===== src/rtl/jump_controller.sv =====
// Vertical jump physics for a sprite: GROUND/RISE/FALL state machine driven
// by a per-frame tick, with a one-entry request latch so a button press that
// arrives between ticks is not lost. Smaller yout means higher on screen.
module jump_controller #(
   parameter int unsigned Y_W      = 7,
   parameter int unsigned VEL_W    = 5,
   parameter int unsigned GROUND_Y = 108,
   parameter int unsigned Y_MIN    = 0,
   parameter int unsigned BIG_V0   = 9,
   parameter int unsigned SMALL_V0 = 7,
   parameter int unsigned DROP_V   = 4,
   parameter int unsigned GRAVITY  = 1,
   parameter int unsigned V_MAX    = 8
) (
   input  logic           clk,
   input  logic           reset,      // asynchronous, active low
   input  logic           tick,
   input  logic [2:0]     operation,
   output logic [Y_W-1:0] yout,
   output logic           airborne,
   output logic           landed
);

   typedef enum logic [1:0] {
      GROUND = 2'd0,
      RISE   = 2'd1,
      FALL   = 2'd2
   } state_t;

   // y arithmetic is done one bit wider so a borrow or overflow is visible
   localparam int unsigned AW = Y_W + 1;

   localparam logic [2:0]       OP_BIG   = 3'b001;
   localparam logic [2:0]       OP_SMALL = 3'b010;
   localparam logic [2:0]       OP_DROP  = 3'b100;

   localparam logic [AW-1:0]    GROUND_A = AW'(GROUND_Y);
   localparam logic [AW-1:0]    YMIN_A   = AW'(Y_MIN);
   localparam logic [Y_W-1:0]   GROUND_YV = Y_W'(GROUND_Y);
   localparam logic [Y_W-1:0]   YMIN_YV   = Y_W'(Y_MIN);
   localparam logic [VEL_W-1:0] BIG_V    = VEL_W'(BIG_V0);
   localparam logic [VEL_W-1:0] SMALL_V  = VEL_W'(SMALL_V0);
   localparam logic [VEL_W-1:0] DROP_VV  = VEL_W'(DROP_V);
   localparam logic [VEL_W-1:0] GRAV_V   = VEL_W'(GRAVITY);
   localparam logic [VEL_W:0]   GRAV_W   = (VEL_W+1)'(GRAVITY);
   localparam logic [VEL_W:0]   VMAX_W   = (VEL_W+1)'(V_MAX);
   localparam logic [VEL_W-1:0] VMAX_V   = VEL_W'(V_MAX);

   // speed minus gravity, floored at zero
   function automatic logic [VEL_W-1:0] sub_grav(input logic [VEL_W-1:0] v);
      sub_grav = (v > GRAV_V) ? (v - GRAV_V) : '0;
   endfunction

   // speed plus gravity, capped at terminal velocity
   function automatic logic [VEL_W-1:0] add_grav(input logic [VEL_W-1:0] v);
      logic [VEL_W:0] s;
      s = {1'b0, v} + GRAV_W;
      add_grav = (s > VMAX_W) ? VMAX_V : s[VEL_W-1:0];
   endfunction

   state_t           state_q, state_d;
   logic [Y_W-1:0]   yout_q, yout_d;
   logic [VEL_W-1:0] spd_q, spd_d;
   logic [2:0]       req_q, req_d;
   logic             req_vld_q, req_vld_d;
   logic             airborne_q, airborne_d;
   logic             landed_q, landed_d;

   logic             op_valid;
   logic [2:0]       cmd;

   // per-tick motion: either an upward step or a downward step
   logic             do_up, do_dn, up_to_fall, ceil_hit;
   logic [VEL_W-1:0] up_v, up_spd, dn_v;
   logic [AW-1:0]    y_ext, y_dn;
   logic [Y_W-1:0]   y_up;

   assign op_valid = (operation == OP_BIG) || (operation == OP_SMALL) ||
                     (operation == OP_DROP);

   // request latch: first valid one-hot request wins until a tick consumes it
   always_comb begin
      req_d     = req_q;
      req_vld_d = req_vld_q;
      cmd       = 3'b000;
      if (tick) begin
         cmd       = req_vld_q ? req_q : (op_valid ? operation : 3'b000);
         req_d     = 3'b000;
         req_vld_d = 1'b0;
      end else if (!req_vld_q && op_valid) begin
         req_d     = operation;
         req_vld_d = 1'b1;
      end
   end

   // choose this tick's motion from state and the consumed request
   always_comb begin
      do_up      = 1'b0;
      do_dn      = 1'b0;
      up_v       = '0;
      up_spd     = '0;
      up_to_fall = 1'b0;
      dn_v       = '0;
      if (tick) begin
         unique case (state_q)
            GROUND: begin
               // drop on the ground is meaningless and is discarded
               if (cmd == OP_BIG) begin
                  do_up  = 1'b1;
                  up_v   = BIG_V;
                  up_spd = sub_grav(BIG_V);
               end else if (cmd == OP_SMALL) begin
                  do_up  = 1'b1;
                  up_v   = SMALL_V;
                  up_spd = sub_grav(SMALL_V);
               end
            end
            RISE: begin
               if (cmd == OP_DROP) begin
                  // rising speed is discarded; fall starts at DROP_V
                  do_dn = 1'b1;
                  dn_v  = DROP_VV;
               end else begin
                  do_up      = 1'b1;
                  up_v       = spd_q;
                  up_spd     = sub_grav(spd_q);
                  up_to_fall = (spd_q == '0) || (sub_grav(spd_q) == '0);
               end
            end
            FALL: begin
               do_dn = 1'b1;
               if (cmd == OP_DROP)
                  dn_v = (spd_q > DROP_VV) ? spd_q : DROP_VV;
               else
                  dn_v = add_grav(spd_q);
            end
            default: ;
         endcase
      end
   end

   // apply the motion, clamping at ceiling and ground
   always_comb begin
      state_d  = state_q;
      yout_d   = yout_q;
      spd_d    = spd_q;
      landed_d = 1'b0;
      y_ext    = {1'b0, yout_q};
      y_up     = yout_q - Y_W'(up_v);
      y_dn     = y_ext + AW'(dn_v);
      // y - v < Y_MIN (borrow included) is the same as y < v + Y_MIN
      ceil_hit = y_ext < (AW'(up_v) + YMIN_A);
      if (do_up) begin
         if (ceil_hit) begin
            yout_d  = YMIN_YV;
            spd_d   = '0;
            state_d = FALL;
         end else begin
            yout_d  = y_up;
            spd_d   = up_spd;
            state_d = up_to_fall ? FALL : RISE;
         end
      end else if (do_dn) begin
         if (y_dn >= GROUND_A) begin
            yout_d   = GROUND_YV;
            spd_d    = '0;
            state_d  = GROUND;
            landed_d = 1'b1;
         end else begin
            yout_d  = y_dn[Y_W-1:0];
            spd_d   = dn_v;
            state_d = FALL;
         end
      end
      airborne_d = (state_d != GROUND);
   end

   // state, position, speed, latch and registered flags
   always_ff @(posedge clk or negedge reset) begin
      if (!reset) begin
         state_q    <= GROUND;
         yout_q     <= GROUND_YV;
         spd_q      <= '0;
         req_q      <= 3'b000;
         req_vld_q  <= 1'b0;
         airborne_q <= 1'b0;
         landed_q   <= 1'b0;
      end else begin
         state_q    <= state_d;
         yout_q     <= yout_d;
         spd_q      <= spd_d;
         req_q      <= req_d;
         req_vld_q  <= req_vld_d;
         airborne_q <= airborne_d;
         landed_q   <= landed_d;
      end
   end

   assign yout     = yout_q;
   assign airborne = airborne_q;
   assign landed   = landed_q;

endmodule


===== config.mk =====
export PLATFORM = sky130hd
export DESIGN_NAME = jump_controller
export DESIGN_NICKNAME = d
export VERILOG_FILES = /design/src/rtl/jump_controller.sv
export SDC_FILE = /design/constraint.sdc
export NUM_CORES = 1
export LEC_CHECK = 0
export CELL_PAD_IN_SITES_DETAIL_PLACEMENT = 0
export CELL_PAD_IN_SITES_GLOBAL_PLACEMENT = 1
export CORE_UTILIZATION = 45
export DETAILED_ROUTE_END_ITERATION = 8
export GPL_ROUTABILITY_DRIVEN = 0
export PLACE_DENSITY = 0.77
export SKIP_LAST_GASP = 1
export SYNTH_ARGS = -nofsm -noshare
export SYNTH_HDL_FRONTEND = slang
export SYNTH_SLANG_ARGS = --single-unit

===== constraint.sdc =====
create_clock -name clk -period 4.85 [get_ports clk]
set_input_delay 0.97 -clock clk [delete_from_list [all_inputs] [get_ports clk]]
set_output_delay 0.97 -clock clk [all_outputs]
set_load 0.02 [all_outputs]

== After elaboration in Yosys (flattened, before gate mapping) ==
Cells that the tools add are included.
Widths: inputs -> output; s select.

* Bits in registers: 20
* Latch bits: 0
* RAM bits: 0
* ROM bits: 0
* Input bits: 6
* Output and inout bits: 9
* Word-level logic and storage cells: 86
* Memories kept: 0

* Add/subtract/negate cells: 4
* $mul: 0
* Div/mod/pow operators: 0
* Order comparisons: 5
* Equality and inequality tests: 8
* Shifts and indexed selects: 0
* Mux-type cells: 51
* Bitwise operators: 0
* Reduce and logical (&&, ||, !) cells: 11

{| class="wikitable"
|+ Operator list
! kind !! count
|-
| $mux 5 || 13
|-
| $pmux 5 s2 || 3
|-
| $mux 7 || 4
|-
| $mux 3 || 8
|-
| $mux 1 || 14
|-
| $logic_not 5->1 || 2
|-
| $mux 2 || 5
|-
| $add 7x5->8 || 1
|-
| $ge 8x7->1 const B || 1
|-
| $mux 4 || 2
|-
| $lt 7x5->1 || 1
|-
| $sub 7x5->7 || 1
|-
| $add 5x1->6 const B || 1
|-
| $eq 3x1->1 const B || 2
|-
| $eq 3x2->1 const B || 2
|-
| $eq 3x3->1 const B || 2
|-
| $gt 6x4->1 const B || 1
|-
| $reduce_bool 2->1 || 3
|-
| $gt 5x1->1 const B || 1
|-
| $gt 5x3->1 const B || 1
|-
| $sub 5x1->5 const B || 1
|-
| $pmux 1 s2 || 2
|-
| $logic_or 1x1->1 || 3
|-
| $eq 2x1->1 const B || 1
|-
| other kinds (4) || 4
|}

== Logic depth before layout (Yosys ltp) ==
Gate-level depths: netlist of run 1.

* Word-level depth: 16
* Gate-level depth with buffers: 17
* Mapped depth without buffers: 17

== Worst setup path after synthesis of run 1 ==
No wires, ideal clock.

* Path kind: input -> register
* Start point: input operation[1]
* End point: register spd_q[2]
* Setup time: 126 ps
* Data arrival time: 4012 ps
* Required time: 4724 ps
* Setup slack: 712 ps
* Cell stages on the path: 16
* Buffers on the path: 1
* Cells stage by stage: buf_6 nor4b_4 o21a_1 and3_1 a31o_2 nor2b_1 ha_1 inv_1 fa_1 nor2b_1 o21ba_1 o21ai_0 xnor2_1 a31oi_4 and2_4 a221o_1

* Word-level cells in the longest chain between the ends: 15
* Elaborated cells between the ends (all ways): 41
* Those cells by class: 1 x add/sub; 2 x order compare; 6 x eq/ne; 29 x mux; 3 x reduce/logical

{| class="wikitable"
|+ RTL lines
! item !! RTL line !! text
|-
| start, declared || 18 || <nowiki>input logic [2:0] operation,</nowiki>
|-
| $eq 3x1->1 / $eq 3x2->1 (equally long branches) || 78 || <nowiki>assign op_valid = (operation == OP_BIG) || (operation == OP_SMALL) ||</nowiki>
|-
| $logic_or 1x1->1 (2 in series) || 78 ||
|-
| $mux 3 * (2 in series) || 87 || <nowiki>cmd = req_vld_q ? req_q : (op_valid ? operation : 3'b000);</nowiki>
|-
| $mux 3 * || 86 || <nowiki>if (tick) begin</nowiki>
|-
| $eq 3x3->1 || 119, 132 ||
|-
| $mux 5 / $mux 3 (equally long branches) || 132, 119 ||
|-
| $pmux 5 s2 || 105 || <nowiki>unique case (state_q)</nowiki>
|-
| $mux 5 || 104 || <nowiki>if (tick) begin</nowiki>
|-
| $add 7x5->8 || 150 || <nowiki>y_dn = y_ext + AW'(dn_v);</nowiki>
|-
| $ge 8x7->1 || 164 || <nowiki>if (y_dn >= GROUND_A) begin</nowiki>
|-
| $mux 5 || 164 ||
|-
| $mux 5 || 163 || <nowiki>end else if (do_dn) begin</nowiki>
|-
| $mux 5 || 153 || <nowiki>if (do_up) begin</nowiki>
|-
| end signal, assigned || 191 || <nowiki>spd_q <= spd_d;</nowiki>
|-
| end, declared || 63 || <nowiki>logic [VEL_W-1:0] spd_q, spd_d;</nowiki>
|}

Mark *: on every way between the ends. The rest lies on a longest branch, timed or not. The select of a mux whose other input is x is not followed.
A chain may end at the register's enable or synchronous reset.

== Worst setup path after layout of run 1 ==
Ends and elaborated chain as after synthesis.

==> results.json, run 1 <==
{
  "status": "finished, final reports clean",
  "p_seq_share_pct": 23.7,
  "max_slew_margin_pct": 34.5,
  "hold_viol": 0,
  "rows": 25,
  "ant_nets": 0,
  "wl_met1_microns": 2770,
  "period_share_pct": 90.8,
  "finalSetupViolCount": 0,
  "power_switching_mw": 0.689,
  "p_sw_share_pct": 47.5,
  "endpoint_kind": "flop",
  "synth_area_sq_mm": 0.00222,
  "cts_max_level": 1,
  "drv_cap": 0,
  "grt_pass1_vias": 1921,
  "clock_latency_ps": 260,
  "diodes": 0,
  "start_util_pct": 46.8,
  "crit_required_ps": 4990,
  "routed_wl_microns": 5660,
  "synth_edf_count": 0,
  "ys_async_sr_fraction_pct": 100,
  "drtIter0Drc": 183,
  "rsz0062_at_grt": "no",
  "fin_nets": 313,
  "syn_to_final_growth_pct": 12.4,
  "root_buffer": "clkbuf_8",
  "core-area_sq_mm": 0.00475,
  "dieWidth_microns": 72.3,
  "grt-ovfl-total": 0,
  "leakage_nw": 1.04,
  "clock-sinks": 20,
  "vias": 2021,
  "synth-main-ff-cell": "dfrtp_1",
  "worstPathArrival_ps": 4550,
  "synthTopCellsByCount": "a21oi_1, nand2_1, nor2_1, o21ai_0, ha_1",
  "holdCritStartpoint": "state_q[0]",
  "fmax_mhz": 227,
  "post_cts_resized": 0,
  "ys_types": 70,
  "grt_pass1_wl_microns": 9650,
  "fin_crit_ps": 4400,
  "wl_met3_microns": 139,
  "r2r-start": "spd_q[0]",
  "via_per_inst": 5.73,
  "postCtsSetupBuffers": 0,
  "drv_slew": 0,
  "power.internal_mw": 0.763,
  "dp_hpwl_microns": 4280,
  "fin_util_pct": 52.6,
  "p_clk_share_pct": 11.6,
  "design_area_sq_mm": 0.00250,
  "top_layer_used": "met4",
  "tns_ps": 0,
  "seq_area_frac_synth_pct": 22.7,
  "synth.most_common_cell": "a21oi_1",
  "hold_buffers": 0,
  "avgSynthCellArea_sq_um": 8.18,
  "finalClockSkew_ps": 6.86,
  "grt_max_degree": 21,
  "crit_type": "in2reg",
  "synth_top_area_cell": "dfrtp_1",
  "cts.path.max_buffers": 2,
  "wire_per_inst_microns": 16.0,
  "ir_drop_mv": 0.321,
  "ios": 15,
  "clk_pin_slew_ps": 80,
  "syn_inst": 272,
  "dieArea_sq_mm": 0.00523,
  "grt_usage_pct": 23.7,
  "place_area_sq_mm": 0.00243,
  "max_slew.worst_pin.slew_ps": 979,
  "dr.pass1.iters": 5,
  "power_frac_comb_pct": 64.7,
  "drive_above_1_share_pct": 11.5,
  "p_per_area_mw_per_mm2": 581,
  "wl_met2_microns": 2700,
  "port_buffers": 14,
  "drcViolationCount": 0,
  "setup.worst_path.start": "operation[1]",
  "synth-seq-cells": 20,
  "antenna_found_initial": 0,
  "path_max_fanout": 6,
  "hold_path.class": "reg2reg",
  "synth_area_leaders": "dfrtp_1, ha_1, a21oi_1, o21ai_0, dfstp_2",
  "die_h_microns": 72.3,
  "yosysTopAreaCellShare_pct": 18.0,
  "synth_warnings": 0,
  "start_kind": "input port",
  "cts_tree": "yes",
  "synthesis.nets": 298,
  "numCtsBuffers": 3
}
==> final timing paths <==
path                         endpoint  slack, ps  cells past startpoint
setup / recovery             spd_q[2]        450                     16
hold / removal             state_q[0]        540                      1
setup reg to reg             spd_q[2]        780                     16
hold reg to reg            state_q[0]        540                      1
max in group asynchronous    spd_q[3]       3010                      1
min in group asynchronous    req_q[1]       1240                      1
==> power groups by stage <==
stage | registers (mW) | logic (mW) | clock network (mW)
3_5_place_dp | 0.347 | 0.929 | 0
4_1_cts | 0.345 | 0.935 | 0.174
6_report | 0.344 | 0.939 | 0.169
5_1_grt | 0.359 | 1.05 | 0.180
3_3_place_gp | 0.350 | 0.932 | 0
2_1_floorplan | 0.336 | 0.691 | 0
==> metal layers <==
metal / vias up / global-route usage, %
met5: - / 0
met4: 0 / 5.45
met2: 33 / 38.5
li1: 1026 / -
met1: 956 / 34.0
met3: 6 / 2.22
==> kinds of logic (layout without fill, tap and decap cells) <==
family                     after synthesis  in the layout  synth area share, %
AOI/OAI and AO/OA                      100            100                 32.1
xor gates and xnor gates                 9              9                 3.54
adders and majority gates               20             20                 11.9
buffers and inverters                   27             41                 6.07
DFF                                     20             20                 22.7
muxes                                    1              1                0.450
and+or+nand+nor                         95             95                 23.2
==> worst max-delay path, cell delays in order <==
cell and delay (ps):
clkdlybuf4s50_1 460, nor4b_4 300, o21a_1 230, and3_1 170
a31o_2 120, nor2b_1 160, ha_1 210, inv_1 60
fa_1 420, nor2b_1 190, o21ba_1 140, o21ai_0 100
xnor2_1 310, a31oi_4 180, and2_4 200, a221o_1 320
==> flip-flops by register name, summed over array words and instances (netlist names) <==
signal     cells
landed         1
spd_q          5
airborne       1
req_q          3
req_vld_q      1
yout           7
state_q        2
==> metrics by stage <==
step / power, mW / cells / setup slack (ps) / hold WS (ps)
3_5_place_dp: 1.28 / 349 / 183 / 529
3_3_place_gp: 1.28 / 349 / 272 / 531
4_1_cts: 1.45 / 353 / 433 / 549
2_1_floorplan: 1.03 / 272 / 712 / 501
6_report: 1.45 / 353 / 447 / 541
5_1_grt: 1.59 / 353 / 118 / 572
==> placed cells by master, fill, tap and decap left out, types with 7 or more instances in the layout <==
cell	instances
a21o_1	7
a21oi_1	24
clkdlybuf4s50_1	14
inv_1	15
nand2_1	23
buf_4	8
ha_1	18
nor3_1	10
nor2_1	22
o21ai_0	22
dfrtp_1	16
nand3_1	7
nor2b_1	8
==> layout make-up <==
cell class	instances	area, sq um
Fill cell	483	2250
Multi-Input combinational cell	225	1580
Sequential cell	20	505
Timing Repair Buffer	22	200
Tap cell	67	83.8
Inverter	15	56.3
Clock buffer	3	41.3
Clock inverter	1	30.0
Note: power is estimated with default switching activity, not from simulation.
==> inputs of run 2 (changes only) <==
- CORE_MARGIN: not set -> 1.5
- GPL_ROUTABILITY_DRIVEN: 0 -> 1
==> run 2 against run 1 <==
Effect of this change: clock skew is 2.7 ps lower; sequential power hardly changed; fmax is 1.5% higher; critical endpoint unchanged; largest cell class unchanged; largest power group unchanged.
==> results.json, run 2 (synthesized netlist as in run 1, its figures left out) <==
{
  "rows": 25,
  "layout_common_cells": "a21oi_1, nand2_1, nor2_1, o21ai_0, ha_1",
  "dieArea_sq_mm": 0.00537,
  "start_kind": "input port",
  "fin_crit_ps": 4340,
  "via_per_inst": 5.69,
  "finalPower_mw": 1.45,
  "cts_tree": "yes",
  "tns_ps": 0,
  "crit_required_ps": 5000,
  "path_max_fanout": 6,
  "drv_cap": 0,
  "endpoint_kind": "flop",
  "dp_hpwl_microns": 4250,
  "layout_commonest_cell": "a21oi_1",
  "wire_per_inst_microns": 15.7,
  "leakage_nw": 1.04,
  "grt-ovfl-total": 0,
  "ir_drop_mv": 0.320,
  "syn_to_final_growth_pct": 12.4,
  "grt_max_degree": 21,
  "p_per_area_mw_per_mm2": 578,
  "fmax_mhz": 231,
  "post_cts_resized": 0,
  "cts.path.max_buffers": 2,
  "holdCritStartpoint": "state_q[0]",
  "finalSetupViolCount": 0,
  "numCtsBuffers": 3,
  "dieWidth_microns": 73.3,
  "root_buffer": "clkbuf_8",
  "ios": 15,
  "drtIter0Drc": 184,
  "setup.worst_path.start": "operation[1]",
  "max_slew_margin_pct": 37.8,
  "fin_util_pct": 52.6,
  "largest_register_ffs": 7,
  "postCtsSetupBuffers": 0,
  "hold_viol": 0,
  "globalplace.congestion": 0.835,
  "grt_pass1_vias": 1897,
  "core-area_sq_mm": 0.00475,
  "clock_latency_ps": 260,
  "finalClockSkew_ps": 4.17,
  "routed_wl_microns": 5530,
  "clock-sinks": 20,
  "clk_pin_slew_ps": 80,
  "status": "finished, final reports clean",
  "place_inst": 349,
  "stdcell_count": 353,
  "die_h_microns": 73.3,
  "fill_cells": 473,
  "holdWs_ps": 542,
  "vias": 2010,
  "ant_nets": 0,
  "max_slew.worst_pin.slew_ps": 930,
  "port_buffers": 14,
  "fin_nets": 313,
  "crit_type": "in2reg",
  "drv_slew": 0,
  "drcViolationCount": 0,
  "hold_path.class": "reg2reg",
  "r2r-start": "spd_q[0]",
  "rsz0062_at_grt": "no",
  "drive_above_1_share_pct": 11.5,
  "place_area_sq_mm": 0.00243,
  "design_area_sq_mm": 0.00250,
  "grt_pass1_wl_microns": 9460,
  "start_util_pct": 46.8,
  "cts_max_level": 1,
  "hold_buffers": 0,
  "worstPathArrival_ps": 4480,
  "antenna_found_initial": 0,
  "worst_slack_ps": 513,
  "diodes": 0,
  "grt_usage_pct": 22.6,
  "period_share_pct": 89.4,
  "place_ws_ps": 245,
  "dr.pass1.iters": 4
}
-- run 2: cell counts in the layout (fill, tap and decap cells not counted) --
No cell type changed its count.
-- run 2: routing by layer --
metal / wire length, microns / share of wire, % / track usage [%] / vias up
li1: - / - / - / 1027
met1: 2830 / 51 / 32.4 / 941
met2: 2500 / 45 / 36.6 / 34
met3: 101 / 1.8 / 0.823 / 8
met4: 106 / 1.9 / 7.82 / 0
met5: 0 / 0 / 0 / -
-- run 2: final timing paths --
| check | depth (start not counted) | end | slack [ps] |
|---|---|---|---|
| max | 16 | spd_q[2] | 510 |
| min | 1 | state_q[0] | 540 |
| max reg2reg | 16 | spd_q[2] | 850 |
| min reg2reg | 1 | state_q[0] | 540 |
| max in group asynchronous | 1 | yout[4] | 3060 |
| min in group asynchronous | 1 | yout[0] | 1230 |
-- run 2: area by class of cell --
type	count	area [sq um]	share of cell area, %
clock inverter	1	30.0	1.20
sequential	20	505	20.2
inverter	15	56.3	2.25
clock buffer	3	41.3	1.65
timing repair buffer	22	200	8.00
tap	67	83.8	3.35
multi-input combinational	225	1580	63.3
-- run 2: critical path, stage by stage --
cell and delay [ps]:
clkdlybuf4s50_1 460, nor4b_4 310, o21a_1 230, and3_1 170, a31o_2 120, nor2b_1 150, ha_1 220, inv_1 60
fa_1 430, nor2b_1 180, o21ba_1 130, o21ai_0 90, xnor2_1 280, a31oi_4 170, and2_4 200, a221o_1 320
-- run 2: power by group --
part	switching [mW]	internal [mW]	leakage (nW)
clock	0.0573	0.110	0.0357
sequential	0.107	0.238	0.243
combinational	0.520	0.414	0.765
